$ cat config.mk
export PLATFORM = sky130hd
export DESIGN_NAME = mem_ctrl
export DESIGN_NICKNAME = d
export VERILOG_FILES = /design/src/rtl/mem_ctrl_pkg.sv /design/src/rtl/mem_ctrl_lane.sv /design/src/rtl/mem_ctrl.sv
export SDC_FILE = /design/constraint.sdc
export NUM_CORES = 1
export LEC_CHECK = 0
export BUFFER_PORTS_ARGS = -buffer_cell sky130_fd_sc_hd__buf_2
export CORE_MARGIN = 3
export CORE_UTILIZATION = 51
export CTS_CLUSTER_SIZE = 24
export DETAILED_ROUTE_END_ITERATION = 10
export PLACE_DENSITY_LB_ADDON = 0.08
export SYNTH_ARGS = -nofsm -noshare
export SYNTH_HDL_FRONTEND = slang
export SYNTH_SLANG_ARGS = --single-unit
$ cat constraint.sdc
create_clock -name CLK -period 3.7 [get_ports CLK]
set_input_delay 0.37 -clock CLK [delete_from_list [all_inputs] [get_ports CLK]]
set_output_delay 0.37 -clock CLK [all_outputs]
set_load 0.005 [all_outputs]
$ cat src/rtl/mem_ctrl_pkg.sv
// Shared encodings for the multicycle memory controller: access types, error codes, FSM states.
package mem_ctrl_pkg;

    typedef enum logic [1:0] {
        TYPE_WORD = 2'b00,
        TYPE_HALF = 2'b01,
        TYPE_BYTE = 2'b10,
        TYPE_RSVD = 2'b11
    } mem_type_e;

    typedef enum logic [1:0] {
        ERR_OK          = 2'b00,
        ERR_LOAD_ALIGN  = 2'b01,
        ERR_STORE_ALIGN = 2'b10,
        ERR_ILLEGAL     = 2'b11
    } mem_err_e;

    // ST_HOLD is only reachable when the posted write buffer is built in.
    typedef enum logic [1:0] {
        ST_IDLE = 2'b00,
        ST_WAIT = 2'b01,
        ST_RESP = 2'b10,
        ST_HOLD = 2'b11
    } state_e;

    localparam int CNT_W = 4;

    function automatic logic is_misaligned(input logic [1:0] mem_type, input logic [1:0] addr_lo);
        logic bad;
        bad = 1'b0;
        if (mem_type == TYPE_HALF)
            bad = addr_lo[0];
        else if (mem_type == TYPE_WORD)
            bad = (addr_lo != 2'b00);
        return bad;
    endfunction

endpackage

$ cat src/rtl/mem_ctrl_lane.sv
// Store lane steering: replicates byte/half data across lanes and builds per-lane write enables.
module mem_ctrl_lane
    import mem_ctrl_pkg::*;
(
    input  logic [1:0]  addr_lo,
    input  logic [1:0]  mem_type,
    input  logic [31:0] w_data,
    output logic [3:0]  lane_we,
    output logic [31:0] lane_wdata
);

    genvar gi;
    generate
        for (gi = 0; gi < 4; gi++) begin : g_lane
            localparam logic [1:0] LANE = 2'(gi);
            logic       lane_bit;
            logic [7:0] lane_byte;

            always_comb begin
                lane_bit  = 1'b0;
                lane_byte = w_data[8*gi +: 8];
                case (mem_type)
                    TYPE_BYTE: begin
                        lane_bit  = (addr_lo == LANE);
                        lane_byte = w_data[7:0];
                    end
                    TYPE_HALF: begin
                        lane_bit  = (addr_lo[1] == LANE[1]);
                        lane_byte = w_data[8*(gi%2) +: 8];
                    end
                    TYPE_WORD: begin
                        lane_bit  = 1'b1;
                    end
                    default: begin
                        lane_bit  = 1'b0;
                    end
                endcase
            end

            assign lane_we[gi]           = lane_bit;
            assign lane_wdata[8*gi +: 8] = lane_byte;
        end
    endgenerate

endmodule

$ cat src/rtl/mem_ctrl.sv
// Multicycle CPU-to-SRAM controller with alignment/range checks and wait-state insertion.
// Optional MEMCTRL_WBUF_EN adds a one-entry posted write buffer that drains in the background.
module mem_ctrl
    import mem_ctrl_pkg::*;
#(
    parameter int          ADDR_W      = 12,
    parameter int          WAIT_STATES = 1,
    parameter logic [31:0] BASE_ADDR   = 32'h0
)
(
    input  logic              CLK,
    input  logic              rst_n,
    input  logic [31:0]       Addr,
    input  logic              MemRd,
    input  logic              MemWr,
    input  logic [1:0]        Type,
    input  logic [31:0]       W_data,
    output logic [31:0]       R_data,
    output logic              Mem_busy,
    output logic [1:0]        MemWrong,
    output logic              sram_en,
    output logic [3:0]        sram_we,
    output logic [ADDR_W-1:0] sram_addr,
    output logic [31:0]       sram_wdata,
    input  logic [31:0]       sram_rdata
);

    localparam logic [CNT_W-1:0] WAIT_CNT = CNT_W'(WAIT_STATES);

    state_e             state_reg, state_next;
    logic [CNT_W-1:0]   cnt_reg, cnt_next;
    logic               armed_reg, armed_next;
    logic               busy_reg, busy_next;
    logic               is_read_reg, is_read_next;
    mem_err_e           wrong_reg, wrong_next;
    logic [31:0]        r_data_reg, r_data_next;
    logic               sram_en_reg, sram_en_next;
    logic [3:0]         sram_we_reg, sram_we_next;
    logic [ADDR_W-1:0]  sram_addr_reg, sram_addr_next;
    logic [31:0]        sram_wdata_reg, sram_wdata_next;

    logic [3:0]  lane_we;
    logic [31:0] lane_wdata;
    logic        strobe;
    logic        accept;
    logic        in_window;
    logic        start_access;
    mem_err_e    req_err;

`ifdef MEMCTRL_WBUF_EN
    logic             drain_reg, drain_next;
    logic [CNT_W-1:0] drain_cnt_reg, drain_cnt_next;
`endif

    mem_ctrl_lane u_lane (
        .addr_lo    (Addr[1:0]),
        .mem_type   (Type),
        .w_data     (W_data),
        .lane_we    (lane_we),
        .lane_wdata (lane_wdata)
    );

    assign strobe    = MemRd | MemWr;
    assign accept    = (state_reg == ST_IDLE) && armed_reg && strobe;
    assign in_window = (Addr[31:ADDR_W+2] == BASE_ADDR[31:ADDR_W+2]);

    always_comb begin
        req_err = ERR_OK;
        if ((MemRd && MemWr) || (Type == TYPE_RSVD) || !in_window)
            req_err = ERR_ILLEGAL;
        else if (is_misaligned(Type, Addr[1:0]))
            req_err = MemWr ? ERR_STORE_ALIGN : ERR_LOAD_ALIGN;
    end

    always_comb begin
        state_next      = state_reg;
        cnt_next        = cnt_reg;
        armed_next      = armed_reg;
        busy_next       = busy_reg;
        is_read_next    = is_read_reg;
        wrong_next      = wrong_reg;
        r_data_next     = r_data_reg;
        sram_en_next    = sram_en_reg;
        sram_we_next    = sram_we_reg;
        sram_addr_next  = sram_addr_reg;
        sram_wdata_next = sram_wdata_reg;
        start_access    = 1'b0;

`ifdef MEMCTRL_WBUF_EN
        drain_next     = drain_reg;
        drain_cnt_next = drain_cnt_reg;
        // Background drain owns the SRAM port until its counter expires.
        if (drain_reg) begin
            if (drain_cnt_reg == '0) begin
                drain_next   = 1'b0;
                sram_en_next = 1'b0;
                sram_we_next = 4'b0000;
            end else begin
                drain_cnt_next = drain_cnt_reg - CNT_W'(1);
            end
        end
`endif

        // A strobe-free cycle re-arms, so a level held across completion never retriggers.
        if (!strobe)
            armed_next = 1'b1;

        case (state_reg)
            ST_IDLE: begin
                if (accept) begin
                    armed_next = 1'b0;
                    wrong_next = req_err;
                    if (req_err == ERR_OK) begin
`ifdef MEMCTRL_WBUF_EN
                        if (drain_reg) begin
                            busy_next  = 1'b1;
                            state_next = ST_HOLD;
                        end else if (MemWr) begin
                            sram_en_next    = 1'b1;
                            sram_we_next    = lane_we;
                            sram_addr_next  = Addr[ADDR_W+1:2];
                            sram_wdata_next = lane_wdata;
                            drain_next      = 1'b1;
                            drain_cnt_next  = WAIT_CNT;
                        end else begin
                            start_access = 1'b1;
                        end
`else
                        start_access = 1'b1;
`endif
                    end
                end
            end
            ST_WAIT: begin
                if (cnt_reg == '0) begin
                    state_next   = ST_RESP;
                    busy_next    = 1'b0;
                    sram_en_next = 1'b0;
                    sram_we_next = 4'b0000;
                    if (is_read_reg)
                        r_data_next = sram_rdata;
                end else begin
                    cnt_next = cnt_reg - CNT_W'(1);
                end
            end
            ST_RESP: begin
                state_next = ST_IDLE;
            end
`ifdef MEMCTRL_WBUF_EN
            ST_HOLD: begin
                // Request inputs are held stable by the CU while busy, so no capture is needed.
                if (!drain_reg || (drain_cnt_reg == '0))
                    start_access = 1'b1;
            end
`endif
            default: begin
                state_next = ST_IDLE;
            end
        endcase

        if (start_access) begin
            state_next      = ST_WAIT;
            busy_next       = 1'b1;
            cnt_next        = WAIT_CNT;
            is_read_next    = MemRd;
            sram_en_next    = 1'b1;
            sram_we_next    = MemWr ? lane_we : 4'b0000;
            sram_addr_next  = Addr[ADDR_W+1:2];
            sram_wdata_next = lane_wdata;
        end
    end

    always_ff @(posedge CLK or negedge rst_n) begin
        if (!rst_n) begin
            state_reg      <= ST_IDLE;
            cnt_reg        <= '0;
            armed_reg      <= 1'b1;
            busy_reg       <= 1'b0;
            is_read_reg    <= 1'b0;
            wrong_reg      <= ERR_OK;
            r_data_reg     <= '0;
            sram_en_reg    <= 1'b0;
            sram_we_reg    <= 4'b0000;
            sram_addr_reg  <= '0;
            sram_wdata_reg <= '0;
        end else begin
            state_reg      <= state_next;
            cnt_reg        <= cnt_next;
            armed_reg      <= armed_next;
            busy_reg       <= busy_next;
            is_read_reg    <= is_read_next;
            wrong_reg      <= wrong_next;
            r_data_reg     <= r_data_next;
            sram_en_reg    <= sram_en_next;
            sram_we_reg    <= sram_we_next;
            sram_addr_reg  <= sram_addr_next;
            sram_wdata_reg <= sram_wdata_next;
        end
    end

`ifdef MEMCTRL_WBUF_EN
    always_ff @(posedge CLK or negedge rst_n) begin
        if (!rst_n) begin
            drain_reg     <= 1'b0;
            drain_cnt_reg <= '0;
        end else begin
            drain_reg     <= drain_next;
            drain_cnt_reg <= drain_cnt_next;
        end
    end
`endif

    assign R_data     = r_data_reg;
    assign Mem_busy   = busy_reg;
    assign MemWrong   = wrong_reg;
    assign sram_en    = sram_en_reg;
    assign sram_we    = sram_we_reg;
    assign sram_addr  = sram_addr_reg;
    assign sram_wdata = sram_wdata_reg;

endmodule

==> results of run 1 <==
-- Yosys cell counts, drive strengths merged, types with 2 or more instances --
master  number
nor3         2
nand2b       3
nand3        2
ha           6
a22oi        8
mux2        93
nand2        6
buf         11
a21oi       13
dfrtp       90
inv          5
xor2         2
o21ai        6
clkbuf       6
nor4         3
mux2i        4
nor2b        5
nor2        14
-- area by class of cell --
cell class	count	area (um2)
clock buffers	9	124
multi-input cells	181	1790
flip-flops and latches	91	2280
repair buffers	188	951
fillers	642	2530
inverters	5	18.8
well taps	102	128
clock inverters	6	67.6
-- critical path, delay by kind of cell --
kind / cells / cell delay, ns
simple gates: 2 / 0.39
mux: 1 / 0.40
fa+ha+maj: 1 / 0.49
compound gates: 1 / 0.18
buf+inv: 3 / 0.63
-- power by group --
group	internal (mW)	switching (mW)	total [mW]
combinational	0.0954	0.0884	0.184
clock	0.308	0.345	0.653
sequential	1.01	0.00807	1.02
-- worst paths after layout --
path	slack [ns]	cells after the start	to	from
setup / recovery	1.46	8	sram_wdata[21]	Type[1]
hold / removal	0.13	1	R_data[4]	rst_n
setup reg to reg	1.55	4	sram_wdata[21]	armed_reg
hold reg to reg	0.51	1	R_data[6]	R_data[6]
max in group asynchronous	2.68	2	armed_reg	rst_n
min in group CLK	0.24	2	armed_reg	MemRd
-- cells by family after synthesis --
| logic type | synth area share, % |
|---|---|
| AOI/OAI and AO/OA | 4.80 |
| DFF | 53.6 |
| and+or+nand+nor | 5.68 |
| buffers and inverters | 4.39 |
| adders and majority gates | 1.77 |
| muxes | 29.1 |
| xor gates and xnor gates | 0.618 |
-- routing by layer --
metal	share of wire (%)	vias to the layer above	wire length, um	GRT usage [%]
li1	-	1402	-	-
met1	42	1428	3990	25.0
met2	50	99	4760	34.8
met3	6.5	15	616	4.88
met4	1.7	0	165	7.88
met5	0	-	0	0
==> results.py, run 1 <==
metrics = {
    "die": {
        "std_cell_rows": 32,
        "fp.dieW_um": 97.3,
        "die_y_um": 97.3,
        "initial_core_util_pct": 53.9,
        "core_mm2": 0.00789,
        "die_area_mm2": 0.00946,
        "io_pins": 186,
    },
    "detailed_routing": {
        "wirelength_um": 9530,
        "detail-route-antenna-nets": 0,
        "drt_iter0_markers": 32,
        "wl_per_cell_um": 16.4,
        "avgViaCountPerCell": 5.06,
        "vias": 2944,
        "drc": 0,
        "first_pass_iters": 4,
    },
    "synthesis": {
        "syn_inst": 294,
        "synthFlopType": "dfrtp_1",
        "synth-edff-count": 0,
        "netlist_area_mm2": 0.00425,
        "synth-seq-area-share_pct": 53.6,
        "synth_top_area_cell": "dfrtp_1",
        "synthArstFlopShare_pct": 100,
        "synth_seq_cells": 91,
        "synthTopCellsByArea": "dfrtp_1, mux2_4, mux2_2, buf_12, ha_1",
        "synth.lib_cells_used.distinct": 41,
        "syn-mean-instance-area_um2": 14.5,
        "synth_top_area_share_pct": 53.0,
        "synth_nets": 402,
        "ys_warn_count": 0,
    },
    "grt": {
        "overflow": 0,
        "grt_max_degree": 67,
        "grt_pass1_wl_um": 15700,
        "grt_use_total_pct": 20.4,
        "antenna_found_initial": 0,
        "grt_pass1_vias": 3166,
    },
    "sta": {
        "fmax_mhz": 447,
        "tns_ns": 0,
        "fin_ws_ns": 1.46,
        "hold_viol": 0,
        "period_share_pct": 60.5,
        "fin_skew_ns": 0.0143,
        "tightest_slew_ns": 0.854,
        "min_period_ns": 2.24,
        "slew_headroom_pct": 43.1,
        "setup_viol": 0,
        "maxSlewViolCount": 0,
        "hold_slack_ns": 0.130,
        "rsz0062_at_grt": "no",
    },
    "clock_network": {
        "cts-htree-levels": 3,
        "cts_made_buffers": 9,
        "clock-sinks": 91,
        "cts-root-buf": "clkbuf_8",
        "postCtsSetupRepairBufs": 0,
        "ctsHoldBuffers": 0,
        "clock_path_buffers": 2,
        "cts_tree": "built",
        "cts_resized": 0,
        "clk_pin_slew_ns": 0.10,
        "insertion_delay_ns": 0.35,
    },
    "setup_path": {
        "crit_fanout": 31,
        "cp_cell_sequence": "buf_2 > inv_1 > ha_1 > nor2b_1 > o22ai_1 > and4b_4 > buf_4 > mux2_2",
        "worstSetupStartpointType": "input port",
        "slowest_delay_ns": 0.49,
        "worstPathRequired_ns": 3.93,
        "arrival_ns": 2.47,
        "crit_slowest_cell": "ha_1",
        "crit_type": "in2reg",
        "worstSetupEndpointType": "register",
    },
    "final_layout": {
        "layout-drive-gt1-share_pct": 63.1,
        "layout_common_cells": "buf_2, dfrtp_1, mux2_2",
        "instances_no_fill": 582,
        "post-route-util_pct": 67.9,
        "final_cell_area_mm2": 0.00536,
        "finish.net_count": 584,
        "mostFrequentLayoutCell": "buf_2",
        "num_antenna_cells": 0,
        "areaGrowthSynthToFinish_pct": 26.0,
    },
    "power_and_ir_drop": {
        "total_power_mw": 1.86,
        "peakVddDrop_uv": 149,
        "powerDensity_mw_per_mm2": 347,
        "p_leak_nw": 2.81,
    },
    "min_path": {
        "hold_path.class": "in2async",
    },
    "place": {
        "place.gp.congestion": 0.795,
        "portBuffers": 185,
        "place_area_mm2": 0.00516,
        "dp_slack_ns": 1.12,
        "placed_cells": 567,
        "dp_hpwl_um": 7140,
    },
    "run": {
        "maxCapViolCount": 0,
    },
    "status": {
        "status": "complete, no violations",
    },
}
No activity file was read; power rests on OpenSTA's default activity.
==> inputs of run 2 (changes only) <==
--- a/config.mk
+++ b/config.mk
@@ -5,9 +5,10 @@
 export SDC_FILE = /design/constraint.sdc
 export NUM_CORES = 1
 export LEC_CHECK = 0
+export ABC_AREA = 1
 export BUFFER_PORTS_ARGS = -buffer_cell sky130_fd_sc_hd__buf_2
 export CORE_MARGIN = 3
-export CORE_UTILIZATION = 51
+export CORE_UTILIZATION = 43
 export CTS_CLUSTER_SIZE = 24
 export DETAILED_ROUTE_END_ITERATION = 10
 export PLACE_DENSITY_LB_ADDON = 0.08
==> constraint.sdc (replaced) <==
create_clock -name CLK -period 1.9 [get_ports CLK]
set_input_delay 0.19 -clock CLK [delete_from_list [all_inputs] [get_ports CLK]]
set_output_delay 0.19 -clock CLK [all_outputs]
set_load 0.005 [all_outputs]
==> results.py, run 2 <==
metrics = {
    "sta": {
        "period_share_pct": 85.4,
        "fin_skew_ns": 0.0137,
        "tightest_slew_ns": 0.561,
        "hold_viol": 0,
        "fmax_mhz": 616,
        "rsz0062_at_grt": "no",
        "fin_ws_ns": 0.277,
        "tns_ns": 0,
        "min_period_ns": 1.62,
        "setup_viol": 0,
        "maxSlewViolCount": 0,
        "slew_headroom_pct": 62.6,
    },
    "setup_path": {
        "reg2reg_depth": 6,
        "worstSetupEndpointType": "register",
        "path_delay_family": "flip-flops",
        "crit_type": "reg2reg",
        "path_buf_inv": 2,
        "reg2reg_to": "R_data[16]",
        "r2r-start": "cnt_reg[0]",
        "crit_fanout": 32,
        "worstSetupStartpointType": "register",
        "rrSetupSlack_ns": 0.28,
        "cp_cell_sequence": "inv_1 > ha_1 > nand2_1 > nor2_2 > buf_12 > mux2_2",
        "worstPathRequired_ns": 2.14,
        "crit_slowest_cell": "dfrtp_1",
        "arrival_ns": 1.86,
        "slowest_delay_ns": 0.39,
    },
    "synthesis": {
        "syn_inst": 453,
        "synthFlopType": "dfrtp_1",
        "synth_commonest_cells": "nand2_1, dfrtp_1, nor2_1, mux2_2, inv_1",
        "synth-edff-count": 0,
        "synth.lib_cells_used.distinct": 32,
        "yosysMostFrequentCell": "nand2_1",
        "netlist_area_mm2": 0.00421,
        "synth_top_area_share_pct": 53.6,
        "synth_top_area_cell": "dfrtp_1",
        "syn-mean-instance-area_um2": 9.28,
        "synth_nets": 561,
        "ys_warn_count": 0,
        "synthTopCellsByArea": "dfrtp_1, nand2_1, mux2_2, nor2_1, inv_1",
        "synthArstFlopShare_pct": 100,
        "synth-seq-area-share_pct": 54.2,
        "synth_seq_cells": 91,
    },
    "clock_network": {
        "ctsHoldBuffers": 1,
        "insertion_delay_ns": 0.36,
        "postCtsSetupRepairBufs": 0,
        "cts-htree-levels": 3,
        "cts_resized": 0,
        "clock_path_buffers": 2,
        "cts_tree": "built",
        "cts-root-buf": "clkbuf_8",
        "clk_pin_slew_ns": 0.09,
        "clock-sinks": 91,
        "cts_made_buffers": 9,
    },
    "detailed_routing": {
        "avgViaCountPerCell": 4.69,
        "wirelength_um": 10500,
        "met1Wirelength_um": 4660,
        "top_layer": "met4",
        "dr_wl_met2_um": 4700,
        "wl_met3_um": 980,
        "vias": 3627,
        "drc": 0,
        "wl_per_cell_um": 13.6,
        "first_pass_iters": 4,
        "detail-route-antenna-nets": 0,
        "drt_iter0_markers": 154,
    },
    "final_layout": {
        "nFillCells": 897,
        "layout_common_cells": "buf_2, nand2_1, dfrtp_1",
        "num_antenna_cells": 0,
        "mostFrequentLayoutCell": "buf_2",
        "areaGrowthSynthToFinish_pct": 30.2,
        "finish.net_count": 748,
        "post-route-util_pct": 58.4,
        "layout-drive-gt1-share_pct": 39.4,
    },
    "grt": {
        "grt_pass1_vias": 3544,
        "grt_pass1_wl_um": 17200,
        "grt_use_total_pct": 19.4,
        "antenna_found_initial": 0,
        "overflow": 0,
        "grt_max_degree": 57,
    },
    "die": {
        "die_y_um": 105,
        "fp.dieW_um": 105,
        "initial_core_util_pct": 44.9,
        "die_area_mm2": 0.0110,
        "io_pins": 186,
        "core_mm2": 0.00937,
        "std_cell_rows": 35,
    },
    "min_path": {
        "min_delay_path_depth": 3,
        "holdPathEnd": "sram_addr[9]",
        "hold_path.class": "in2reg",
        "hold_path_startpoint": "Addr[11]",
    },
    "place": {
        "dp_hpwl_um": 8070,
        "portBuffers": 185,
        "dp_slack_ns": 0.186,
        "place.gp.congestion": 0.845,
    },
    "power_and_ir_drop": {
        "total_power_mw": 3.68,
        "powerDensity_mw_per_mm2": 673,
        "p_leak_nw": 3.28,
        "peakVddDrop_uv": 311,
    },
    "run": {
        "maxCapViolCount": 0,
    },
    "status": {
        "status": "complete, no violations",
    },
}
-- run 2: cell count changes in the layout (fill, tap and decap cells not counted), sizes merged, moves of 8 or more --
cell and change:
a31oi +8, nand2 +151, a21oi -8, nor2 +40
inv +25, mux2 -61, a22oi -8, nand3 +9
o21ai +13
-- run 2: worst max-delay path by stage --
stage | cells after the start | slack [ns] | startpoint | to
floorplan | 6 | 0.37 | cnt_reg[0] | R_data[22]
global placement | 10 | 0.25 | Type[0] | sram_wdata[12]
detailed placement | 10 | 0.19 | Type[0] | sram_wdata[15]
CTS | 7 | 0.26 | armed_reg | sram_wdata[15]
global route | 8 | 0.16 | state_reg[1] | sram_wdata[15]
finish | 6 | 0.28 | cnt_reg[0] | R_data[16]
-- run 2: per-layer routing --
metal  GRT usage (%)  vias to the layer above
li1                -                     1816
met1            26.9                     1627
met2            29.8                      169
met3            5.31                       15
met4            5.72                        0
met5               0                        -
-- run 2: kinds of logic after synthesis --
| group | share of synthesized area [%] |
|---|---|
| compound gates | 4.55 |
| xor+xnor | 0.208 |
| fa+ha+maj | 1.79 |
| buf+inv | 5.86 |
| flops | 54.2 |
| mux | 9.52 |
| simple gates | 23.9 |
-- run 2: worst min-delay path: stages --
cell,delay (ns)
buf_2,0.07
nand2_1,0.04
nand2_1,0.05
-- run 2: report_power, final --
part	internal (mW)	switching (mW)
Combinational	0.169	0.247
Clock	0.609	0.696
Sequential	1.95	0.0100
Total	2.73	0.953
-- run 2: layout make-up --
cell class | count | area (um2) | share of cell area (%)
flip-flops and latches | 91 | 2280 | 41.6
clock buffers | 10 | 128 | 2.33
multi-input cells | 314 | 1690 | 30.8
inverters | 30 | 113 | 2.06
repair buffers | 194 | 1050 | 19.1
clock inverters | 5 | 62.6 | 1.14
well taps | 129 | 161 | 2.95
-- run 2: per-stage QoR --
stage | cells | area, um2 | hold slack (ns)
6_report | 773 | 5480 | 0.0282
3_5_place_dp | 757 | 5280 | 0.222
2_1_floorplan | 453 | 4210 | -0.106
3_3_place_gp | 757 | 5280 | 0.218
5_1_grt | 773 | 5480 | 0.0199
4_1_cts | 773 | 5480 | 0.0198
==> inputs of run 3 (changes only) <==
--- a/config.mk
+++ b/config.mk
@@ -5,7 +5,6 @@
 export SDC_FILE = /design/constraint.sdc
 export NUM_CORES = 1
 export LEC_CHECK = 0
-export ABC_AREA = 1
 export BUFFER_PORTS_ARGS = -buffer_cell sky130_fd_sc_hd__buf_2
 export CORE_MARGIN = 3
 export CORE_UTILIZATION = 43
==> results.py, run 3 (synthesis results as in run 1) <==
metrics = {
    "clock_network": {
        "clk_pin_slew_ns": 0.10,
        "postCtsSetupRepairBufs": 0,
        "cts-htree-levels": 3,
        "insertion_delay_ns": 0.35,
        "cts_made_buffers": 9,
        "cts-root-buf": "clkbuf_8",
        "clock_path_buffers": 2,
        "clock-sinks": 91,
        "cts_tree": "built",
    },
    "setup_path": {
        "reg2reg_to": "R_data[7]",
        "cp_cell_sequence": "inv_1 > ha_1 > or3b_1 > nand2b_4 > inv_2 > nand2_4 > buf_4 > mux2_2",
        "rrSetupSlack_ns": 0.09,
        "crit_slowest_cell": "dfrtp_1",
        "crit_fanout": 8,
        "worstSetupStartpointType": "register",
        "crit_type": "reg2reg",
        "slowest_delay_ns": 0.39,
        "worstPathRequired_ns": 2.14,
        "arrival_ns": 2.05,
        "r2r-start": "cnt_reg[1]",
        "reg2reg_depth": 8,
        "worstSetupEndpointType": "register",
    },
    "place": {
        "place.gp.congestion": 0.783,
        "place_area_mm2": 0.00540,
        "portBuffers": 185,
        "placed_cells": 612,
        "dp_slack_ns": -0.113,
        "dp_hpwl_um": 7180,
    },
    "die": {
        "io_pins": 186,
        "die_area_mm2": 0.0111,
        "initial_core_util_pct": 45.1,
        "fp.dieW_um": 105,
        "die_y_um": 105,
        "core_mm2": 0.00942,
        "std_cell_rows": 35,
    },
    "detailed_routing": {
        "first_pass_iters": 4,
        "wirelength_um": 9730,
        "drc": 0,
        "vias": 3032,
        "detail-route-antenna-nets": 0,
        "wl_per_cell_um": 15.5,
        "avgViaCountPerCell": 4.82,
        "drt_iter0_markers": 79,
    },
    "power_and_ir_drop": {
        "p_leak_nw": 2.96,
        "p_int_mw": 2.93,
        "p_sw_share_pct": 23.9,
        "pwr-share-comb_pct": 9.8,
        "peakVddDrop_uv": 299,
        "clkPwrFrac_pct": 38.7,
        "power.share.sequential_pct": 51.6,
        "powerDensity_mw_per_mm2": 685,
        "total_power_mw": 3.85,
        "switchingPower_uw": 920,
    },
    "final_layout": {
        "final_cell_area_mm2": 0.00563,
        "instances_no_fill": 629,
        "layout-drive-gt1-share_pct": 64.4,
        "mostFrequentLayoutCell": "buf_2",
        "layout_common_cells": "buf_2, dfrtp_1, mux2_2",
        "num_antenna_cells": 0,
        "finish.net_count": 603,
        "post-route-util_pct": 59.8,
        "nFillCells": 821,
        "areaGrowthSynthToFinish_pct": 32.5,
    },
    "sta": {
        "fin_skew_ns": 0.0180,
        "maxSlewViolCount": 0,
        "fmax_mhz": 551,
        "min_period_ns": 1.81,
        "setup_viol": 0,
        "slew_headroom_pct": 53.8,
        "rsz0062_at_grt": "no",
        "fin_ws_ns": 0.0856,
        "tns_ns": 0,
        "period_share_pct": 95.5,
        "hold_viol": 0,
        "hold_slack_ns": 0.0560,
        "tightest_slew_ns": 0.694,
    },
    "grt": {
        "antenna_found_initial": 0,
        "grt_use_total_pct": 17.6,
        "grt_pass1_wl_um": 15600,
        "grt_max_degree": 54,
        "grt_pass1_vias": 3087,
        "overflow": 0,
    },
    "min_path": {
        "hold_path_startpoint": "sram_rdata[21]",
        "hold_path.class": "in2reg",
        "min_delay_path_depth": 2,
        "holdPathEnd": "R_data[21]",
    },
    "run": {
        "maxCapViolCount": 0,
    },
    "status": {
        "status": "complete, no violations",
    },
}
==> run 3: cell types whose count changed in the layout (fill, tap and decap cells not counted), sizes merged, moves of 5 or more <==
| cell | previous run | this run |
|---|---|---|
| nand2 | 157 | 6 |
| mux2 | 32 | 93 |
| nor2 | 54 | 14 |
| inv | 30 | 7 |
| buf | 193 | 206 |
| o21ai | 19 | 6 |
| nand3 | 11 | 2 |
| a21oi | 5 | 13 |
| a22oi | 0 | 8 |
| a31oi | 8 | 0 |
| nor3 | 8 | 2 |
| nand4 | 6 | 1 |
| nor2b | 0 | 5 |
==> run 3: layer usage <==
metal	up-vias	GRT usage, %	part of all wire [%]
met2	111	28.9	48
li1	1442	-	-
met4	0	5.90	0.99
met3	11	4.78	7.4
met1	1468	22.3	44
met5	-	0	0
==> run 3: how the worst max path moves through the flow <==
| stage | from | to | slack, ns | cells after the start |
|---|---|---|---|---|
| after floorplan | cnt_reg[0] | R_data[9] | 0.008 | 9 |
| after global placement | Addr[14] | sram_wdata[24] | -0.08 | 6 |
| after detailed placement | Addr[14] | sram_wdata[20] | -0.11 | 6 |
| after CTS | cnt_reg[1] | R_data[7] | 0.08 | 8 |
| after global routing | cnt_reg[1] | R_data[3] | 0.001 | 8 |
| final | cnt_reg[1] | R_data[7] | 0.09 | 8 |
==> run 3: worst max-delay path, delay by kind of cell (launching register included) <==
family	cells	cell delay [ns]
and+or+nand+nor	3	0.59
DFF	1	0.39
adders and majority gates	1	0.13
buffers and inverters	3	0.32
muxes	1	0.28
==> run 3: power by group through the flow <==
| stage | sequential (mW) | clock (mW) | combinational [mW] |
|---|---|---|---|
| after global placement | 2.02 | 0 | 0.378 |
| after detailed placement | 2.03 | 0 | 0.380 |
| after floorplan | 2.03 | 0 | 0.139 |
| after global routing | 1.99 | 1.62 | 0.421 |
| after CTS | 1.99 | 1.53 | 0.384 |
| final | 1.99 | 1.49 | 0.377 |
==> run 3: area by class of cell <==
type	instances	area (um2)	area share [%]
Inverter	5	18.8	0.333
Sequential cell	91	2280	40.5
Multi-Input combinational cell	181	1790	31.8
Clock inverter	6	96.3	1.71
Clock buffer	10	128	2.27
Timing Repair Buffer	207	1160	20.6
Tap cell	129	161	2.87
==> run 3: timing repair <==
item,4_1_cts,5_1_grt
resized for setup,0,0
hold buffers,1,0
endpoints found under the hold margin,49,0
